`src/rtl/mips_mem_pkg.sv`:
```
// Shared definitions for the data-memory access controller: size codes,
// exception codes, FSM state encodings and the alignment check.
package mips_mem_pkg;

  localparam logic [1:0] SZ_BYTE = 2'd0;
  localparam logic [1:0] SZ_HALF = 2'd1;
  localparam logic [1:0] SZ_WORD = 2'd2;

  typedef enum logic [1:0] {
    EXC_NONE    = 2'd0,
    EXC_INVADDR = 2'd1,
    EXC_ALOAD   = 2'd2,
    EXC_ASTORE  = 2'd3
  } exc_code_t;

  typedef enum logic [2:0] {
    ST_IDLE  = 3'd0,
    ST_ISSUE = 3'd1,
    ST_WAIT  = 3'd2,
    ST_DONE  = 3'd3,
    ST_FAULT = 3'd4
  } state_t;

  // Size code 3 behaves as a word access, so any size with bit 1 set is a word.
  function automatic logic is_misaligned(input logic [1:0] size, input logic [1:0] a);
    if (size == SZ_BYTE)      return 1'b0;
    else if (size == SZ_HALF) return a[0];
    else                      return (a != 2'b00);
  endfunction

endpackage

```
`src/rtl/data_mem_ctrl_if.sv`:
```
// CPU request/response and RAM port bundle of the data-memory controller.
// slave = controller side, master = CPU plus RAM side.
interface data_mem_ctrl_if #(
  parameter int ADDR_W  = 13,
  parameter int WORD_AW = 11
);
  logic               req_valid;
  logic               req_ready;
  logic               req_write;
  logic [1:0]         req_size;
  logic               req_signed;
  logic [ADDR_W-1:0]  phys_addr;
  logic               inv_addr;
  logic [31:0]        wdata;
  logic               rsp_valid;
  logic [31:0]        rsp_rdata;
  logic               exc_valid;
  logic [1:0]         exc_code;
  logic               ram_en;
  logic [3:0]         ram_we;
  logic [WORD_AW-1:0] ram_addr;
  logic [31:0]        ram_wdata;
  logic [31:0]        ram_rdata;

  modport slave (
    input  req_valid, req_write, req_size, req_signed, phys_addr, inv_addr, wdata, ram_rdata,
    output req_ready, rsp_valid, rsp_rdata, exc_valid, exc_code,
           ram_en, ram_we, ram_addr, ram_wdata
  );

  modport master (
    output req_valid, req_write, req_size, req_signed, phys_addr, inv_addr, wdata, ram_rdata,
    input  req_ready, rsp_valid, rsp_rdata, exc_valid, exc_code,
           ram_en, ram_we, ram_addr, ram_wdata
  );
endinterface

```
`src/rtl/load_align.sv`:
```
// Load-data alignment: picks the addressed byte/half lane out of the RAM word
// and zero- or sign-extends it to 32 bits.
module load_align
  import mips_mem_pkg::*;
(
  input  logic [31:0] rdata,
  input  logic [1:0]  a,
  input  logic [1:0]  size,
  input  logic        sgn,
  output logic [31:0] result
);
  logic [31:0]        shifted;
  logic signed [7:0]  lane_b;
  logic signed [15:0] lane_h;

  // Shift the addressed lane down to bit 0, then extend per size/signedness.
  // Halves are always 2-byte aligned here, so the same byte shift applies.
  always_comb begin
    shifted = rdata >> {a, 3'b000};
    lane_b  = shifted[7:0];
    lane_h  = shifted[15:0];
    result  = rdata;
    if (size == SZ_BYTE)
      result = {{24{sgn & lane_b[7]}}, lane_b};
    else if (size == SZ_HALF)
      result = {{16{sgn & lane_h[15]}}, lane_h};
  end
endmodule

```
`src/rtl/data_mem_ctrl.sv`:
```
// Data-memory access controller: alignment/invalid-address checking, byte-lane
// RAM writes, single outstanding RAM read and extended load response.
module data_mem_ctrl
  import mips_mem_pkg::*;
#(
  parameter int ADDR_W  = 13,
  parameter int WORD_AW = 11
) (
  input logic            clk,
  input logic            rst,
  data_mem_ctrl_if.slave mem
);
  state_t             state, state_nxt;
  logic               accept;
  logic               fault;
  exc_code_t          fault_code;
  logic               store_go;
  logic [3:0]         lane_be;
  logic [31:0]        ld_data;

  logic [1:0]         a_p0;
  logic [1:0]         size_p0;
  logic               sgn_p0;
  logic [WORD_AW-1:0] waddr_p0;
  exc_code_t          exc_code_p0;
  logic [31:0]        rsp_rdata_p2;

  // Request decode in the accept cycle; invalid address outranks misalignment.
  always_comb begin
    accept     = (state == ST_IDLE) & mem.req_valid & ~rst;
    fault_code = EXC_NONE;
    if (mem.inv_addr)
      fault_code = EXC_INVADDR;
    else if (is_misaligned(mem.req_size, mem.phys_addr[1:0]))
      fault_code = mem.req_write ? EXC_ASTORE : EXC_ALOAD;
    fault    = (fault_code != EXC_NONE);
    store_go = accept & ~fault & mem.req_write;
    if (mem.req_size == SZ_BYTE)      lane_be = 4'b0001 << mem.phys_addr[1:0];
    else if (mem.req_size == SZ_HALF) lane_be = 4'b0011 << mem.phys_addr[1:0];
    else                              lane_be = 4'hF;
  end

  // State register.
  always_ff @(posedge clk) begin
    if (rst) state <= ST_IDLE;
    else     state <= state_nxt;
  end

  // Next-state logic.
  always_comb begin
    state_nxt = state;
    case (state)
      ST_IDLE:  if (accept) state_nxt = fault ? ST_FAULT : (mem.req_write ? ST_DONE : ST_ISSUE);
      ST_ISSUE: state_nxt = ST_WAIT;
      ST_WAIT:  state_nxt = ST_DONE;
      ST_DONE:  state_nxt = ST_IDLE;
      ST_FAULT: state_nxt = ST_IDLE;
      default:  state_nxt = ST_IDLE;
    endcase
  end

  // Outputs: stores hit the RAM in the accept cycle, loads read in ISSUE.
  always_comb begin
    mem.req_ready = (state == ST_IDLE);
    mem.rsp_valid = (state == ST_DONE);
    mem.exc_valid = (state == ST_FAULT);
    mem.ram_en    = store_go | (state == ST_ISSUE);
    mem.ram_we    = store_go ? lane_be : 4'h0;
    mem.ram_addr  = (state == ST_IDLE) ? mem.phys_addr[ADDR_W-1:2] : waddr_p0;
    if (mem.req_size == SZ_BYTE)      mem.ram_wdata = {4{mem.wdata[7:0]}};
    else if (mem.req_size == SZ_HALF) mem.ram_wdata = {2{mem.wdata[15:0]}};
    else                              mem.ram_wdata = mem.wdata;
  end

  load_align u_load_align (
    .rdata  (mem.ram_rdata),
    .a      (a_p0),
    .size   (size_p0),
    .sgn    (sgn_p0),
    .result (ld_data)
  );

  // Stage p0: latch request attributes at accept (data only, no reset needed).
  always_ff @(posedge clk) begin
    if (accept) begin
      a_p0     <= mem.phys_addr[1:0];
      size_p0  <= mem.req_size;
      sgn_p0   <= mem.req_signed;
      waddr_p0 <= mem.phys_addr[ADDR_W-1:2];
    end
  end

  // Stage p2: response data and exception code; both hold until overwritten.
  always_ff @(posedge clk) begin
    if (rst) begin
      rsp_rdata_p2 <= '0;
      exc_code_p0  <= EXC_NONE;
    end else begin
      if (accept && fault) exc_code_p0 <= fault_code;
      if (accept && (fault || mem.req_write)) rsp_rdata_p2 <= '0;
      else if (state == ST_WAIT) rsp_rdata_p2 <= ld_data;
    end
  end

  assign mem.rsp_rdata = rsp_rdata_p2;
  assign mem.exc_code  = exc_code_p0;
endmodule

```
`src/flat_wrapper.sv`:
```
// flat-port wrapper written by rule: the top's interface ports become plain ports
module data_mem_ctrl_flat import mips_mem_pkg::*;
#(
  parameter int ADDR_W  = 13,
  parameter int WORD_AW = 11
)
  (clk, rst, mem_req_valid, mem_req_write, mem_req_size, mem_req_signed, mem_phys_addr, mem_inv_addr, mem_wdata, mem_ram_rdata, mem_req_ready, mem_rsp_valid, mem_rsp_rdata, mem_exc_valid, mem_exc_code, mem_ram_en, mem_ram_we, mem_ram_addr, mem_ram_wdata);
  data_mem_ctrl_if #(.ADDR_W(ADDR_W), .WORD_AW(WORD_AW)) mem_i ();
  input logic clk;
  input logic rst;
  input wire logic [$bits(mem_i.req_valid)-1:0] mem_req_valid;
  input wire logic [$bits(mem_i.req_write)-1:0] mem_req_write;
  input wire logic [$bits(mem_i.req_size)-1:0] mem_req_size;
  input wire logic [$bits(mem_i.req_signed)-1:0] mem_req_signed;
  input wire logic [$bits(mem_i.phys_addr)-1:0] mem_phys_addr;
  input wire logic [$bits(mem_i.inv_addr)-1:0] mem_inv_addr;
  input wire logic [$bits(mem_i.wdata)-1:0] mem_wdata;
  input wire logic [$bits(mem_i.ram_rdata)-1:0] mem_ram_rdata;
  output wire logic [$bits(mem_i.req_ready)-1:0] mem_req_ready;
  output wire logic [$bits(mem_i.rsp_valid)-1:0] mem_rsp_valid;
  output wire logic [$bits(mem_i.rsp_rdata)-1:0] mem_rsp_rdata;
  output wire logic [$bits(mem_i.exc_valid)-1:0] mem_exc_valid;
  output wire logic [$bits(mem_i.exc_code)-1:0] mem_exc_code;
  output wire logic [$bits(mem_i.ram_en)-1:0] mem_ram_en;
  output wire logic [$bits(mem_i.ram_we)-1:0] mem_ram_we;
  output wire logic [$bits(mem_i.ram_addr)-1:0] mem_ram_addr;
  output wire logic [$bits(mem_i.ram_wdata)-1:0] mem_ram_wdata;
  assign mem_i.req_valid = mem_req_valid;
  assign mem_i.req_write = mem_req_write;
  assign mem_i.req_size = mem_req_size;
  assign mem_i.req_signed = mem_req_signed;
  assign mem_i.phys_addr = mem_phys_addr;
  assign mem_i.inv_addr = mem_inv_addr;
  assign mem_i.wdata = mem_wdata;
  assign mem_i.ram_rdata = mem_ram_rdata;
  assign mem_req_ready = mem_i.req_ready;
  assign mem_rsp_valid = mem_i.rsp_valid;
  assign mem_rsp_rdata = mem_i.rsp_rdata;
  assign mem_exc_valid = mem_i.exc_valid;
  assign mem_exc_code = mem_i.exc_code;
  assign mem_ram_en = mem_i.ram_en;
  assign mem_ram_we = mem_i.ram_we;
  assign mem_ram_addr = mem_i.ram_addr;
  assign mem_ram_wdata = mem_i.ram_wdata;
  data_mem_ctrl #(.ADDR_W(ADDR_W), .WORD_AW(WORD_AW)) u_core (.clk(clk), .rst(rst), .mem(mem_i));
endmodule
```
`config.mk`:
```
export PLATFORM = sky130hd
export DESIGN_NAME = data_mem_ctrl_flat
export DESIGN_NICKNAME = d
export VERILOG_FILES = /design/src/rtl/mips_mem_pkg.sv /design/src/rtl/data_mem_ctrl_if.sv /design/src/rtl/load_align.sv /design/src/rtl/data_mem_ctrl.sv /design/src/flat_wrapper.sv
export SDC_FILE = /design/constraint.sdc
export NUM_CORES = 1
export LEC_CHECK = 0
export CORE_MARGIN = 4
export CORE_UTILIZATION = 61
export DETAILED_ROUTE_END_ITERATION = 7
export DONT_BUFFER_PORTS = 1
export PLACE_DENSITY = 0.78
export SKIP_LAST_GASP = 1
export SLEW_MARGIN = 20
export SYNTH_ARGS = -nofsm -noshare
export SYNTH_HDL_FRONTEND = slang
export SYNTH_SLANG_ARGS = --single-unit
```
`constraint.sdc`:
```
create_clock -name clk -period 4.7 [get_ports clk]
set_input_delay 0 -clock clk [delete_from_list [all_inputs] [get_ports clk]]
set_output_delay 0 -clock clk [all_outputs]
set_load 0.03 [all_outputs]
```
==> impl_metrics.py <==
metrics = {
    "critical_path": {
        "cp-startpoint": "u_core.state[0]",
        "critPathArrivalTime_ps": 3310,
        "slowest_delay_ps": 830,
        "cp_cell_sequence": "nor3_4 -> and3b_1 -> nand3_1 -> a31oi_1",
        "cp.required_ps": 4700,
        "cpLargestDelayFamily": "simple AND/OR/NAND/NOR gates",
        "path_buf_inv": 0,
        "crit_fanout": 20,
        "end_kind": "output pin",
        "path_class": "reg2out",
        "worstReg2RegStart": "u_core.state[0]",
        "start_kind": "flip-flop",
        "crit_path_top_delay_cell": "and3b_1",
    },
    "logic_synthesis": {
        "ys.flop_type": "dfxtp_1",
        "synth_area_leaders": "dfxtp_1, edfxtp_1, mux2_2, mux2i_1, a21oi_1",
        "synth_seq_cells": 53,
        "synth.distinct_cells": 47,
        "synth_area_um2": 3290,
        "synthCells": 337,
        "yosysTopAreaCell": "dfxtp_1",
        "syn_avg_cell_area_um2": 9.78,
        "yosysMostFrequentCell": "dfxtp_1",
        "synth_edf_count": 16,
        "synthArstFlopShare_pct": 0,
        "ys_warn_count": 0,
        "syn_nets": 426,
        "ys_seq_area_share_pct": 37.1,
        "synth_top_area_share_pct": 22.5,
        "ys_top_cells_by_count": "dfxtp_1, nor2_1, a21oi_1, mux2_2, nand2_1",
    },
    "drt": {
        "viasPerCell": 6.39,
        "routed_wl_mm": 8.65,
        "wl_per_cell_um": 20.2,
        "drt-pass1-iter-count": 5,
        "route.vias.total": 2737,
        "drt_iter0_drc": 178,
        "final_antenna_net_count": 0,
        "route.detailed.drc": 0,
    },
    "pwr": {
        "peakVddDrop_uv": 272,
        "power.density_nw_per_um2": 309,
        "p_leak_nw": 1.31,
    },
    "die": {
        "dieArea_um2": 6640,
        "die_w_um": 81.5,
        "ios": 170,
        "fp-row-count": 26,
        "core_area_um2": 5170,
        "initial_core_util_pct": 63.7,
        "die_h_um": 81.5,
    },
    "place": {
        "dpl.hpwl_mm": 5.90,
        "place_congestion": 0.844,
        "port_buffers": 0,
        "dpl.cell_count": 374,
    },
    "layout": {
        "layout-drive-gt1-share_pct": 18.4,
        "finalNetCount": 446,
        "fillers": 371,
        "utilization_pct": 72.4,
        "syn_to_final_growth_pct": 13.6,
        "final_cells": 428,
        "n_antenna_cell": 0,
    },
    "clocking": {
        "clk_transition_reported_paths_ps": 110,
        "holdBufCountCts": 45,
        "clock_sinks": 53,
        "cts_tree": "built",
        "ctsResizeCount": 0,
        "cts-buffers-inserted": 5,
        "htree_levels": 2,
        "clk_latency_ps": 310,
        "cts_setup_buffers": 0,
        "root_buffer": "clkbuf_8",
        "cts_buffer_depth": 2,
    },
    "global_routing": {
        "grt_pass1_wl_mm": 13.5,
        "gr-total-overflow": 0,
        "antenna_found_initial": 0,
        "first_global_vias": 2666,
        "met1_usage_pct": 32.7,
        "grt_most_used_layer": "met2",
        "grt_use_met2_pct": 43.2,
        "use_met3_pct": 8.22,
        "grt_max_degree": 39,
        "grt_usage_pct": 26.1,
    },
    "sta": {
        "fin_setup_tns_ps": 0,
        "setup_viol": 0,
        "fmax_ghz": 0.303,
        "hold_viol_final": 0,
        "slew_headroom_pct": 30.1,
        "min_period_over_period_pct": 70.3,
        "layout_min_cycle_time_ps": 3310,
        "rsz0062_at_grt": "no",
        "tightest_slew_ps": 1040,
        "drv_slew": 0,
        "finalClockSkew_ps": 11.7,
    },
    "hold_path": {
        "hold_class": "in2out",
        "worstHoldStart": "mem_wdata[7]",
    },
    "run": {
        "maxCapViolations": 0,
    },
    "run_status": {
        "status": "complete, no violations",
    },
}
## stage by stage
stage	instance area [µm²]	power, mW	hold WS, ps	setup slack, ps
2_1_floorplan	3290	0.841	79.8	2810
3_3_place_gp	3180	0.847	0.245	1840
3_5_place_dp	3180	0.852	0.252	1760
4_1_cts	3730	1.16	0.252	1400
5_1_grt	3740	1.20	0.196	1180
6_report	3740	1.16	0.221	1390
## power breakdown
group          total, mW  internal [mW]  switching [mW]
combinational      0.305          0.118           0.187
clock              0.278          0.112           0.166
sequential         0.574          0.503          0.0709
total               1.16          0.733           0.424
## per-layer routing
metal  wire length (µm)  vias to the layer above
met3                823                       14
met5                  0                        -
met4                148                        0
li1                   -                     1286
met2               4260                      122
met1               3420                     1315
## final timing paths
kind / endpoint / slack, ps / cells past startpoint
worst max-delay path: mem_ram_we[3] / 1390 / 4
worst min-delay path: mem_ram_wdata[7] / 0.2 / 0
worst max register to register: u_core.mem.rsp_rdata[0] / 1680 / 5
worst min register to register: u_core.mem.rsp_rdata[6] / 620 / 2
## area by class of cell
| type | count | area (µm²) | area share, % |
|---|---|---|---|
| clock buffer | 5 | 68.8 | 1.84 |
| clock inverter | 3 | 28.8 | 0.769 |
| inverter | 5 | 18.8 | 0.501 |
| multi-input combinational | 245 | 1850 | 49.3 |
| sequential | 53 | 1220 | 32.6 |
| tap | 70 | 87.6 | 2.34 |
| timing repair buffer | 47 | 473 | 12.6 |
## flip-flops by register name (all words and copies together), names as in the netlist
| signal | count |
|---|---|
| u_core.mem.exc_code | 2 |
| u_core.state | 3 |
| u_core.size_p0 | 2 |
| u_core.mem.rsp_rdata | 32 |
| u_core.waddr_p0 | 11 |
| u_core.a_p0 | 2 |
| u_core.sgn_p0 | 1 |
## logic make-up after synthesis
group,synth area share (%)
buffers and inverters,6.91
flip-flops,37.1
AO/OA/AOI/OAI,24.3
multiplexers,15.2
adder cells (fa/ha/maj),1.52
AND/OR/NAND/NOR,15.0
## placed cells by master (no fill, tap or decap), types with 7 or more instances in the layout
master,count
a211oi_2,10
mux2i_1,16
o221ai_1,8
dlygate4sd3_1,45
nor2b_1,10
nand2_1,23
nand2b_1,7
a21oi_1,29
edfxtp_1,16
dfxtp_1,37
nor2_1,33
a211oi_1,17
mux2_2,29
o21ai_0,13
Power figures use the tool's default switching activity.
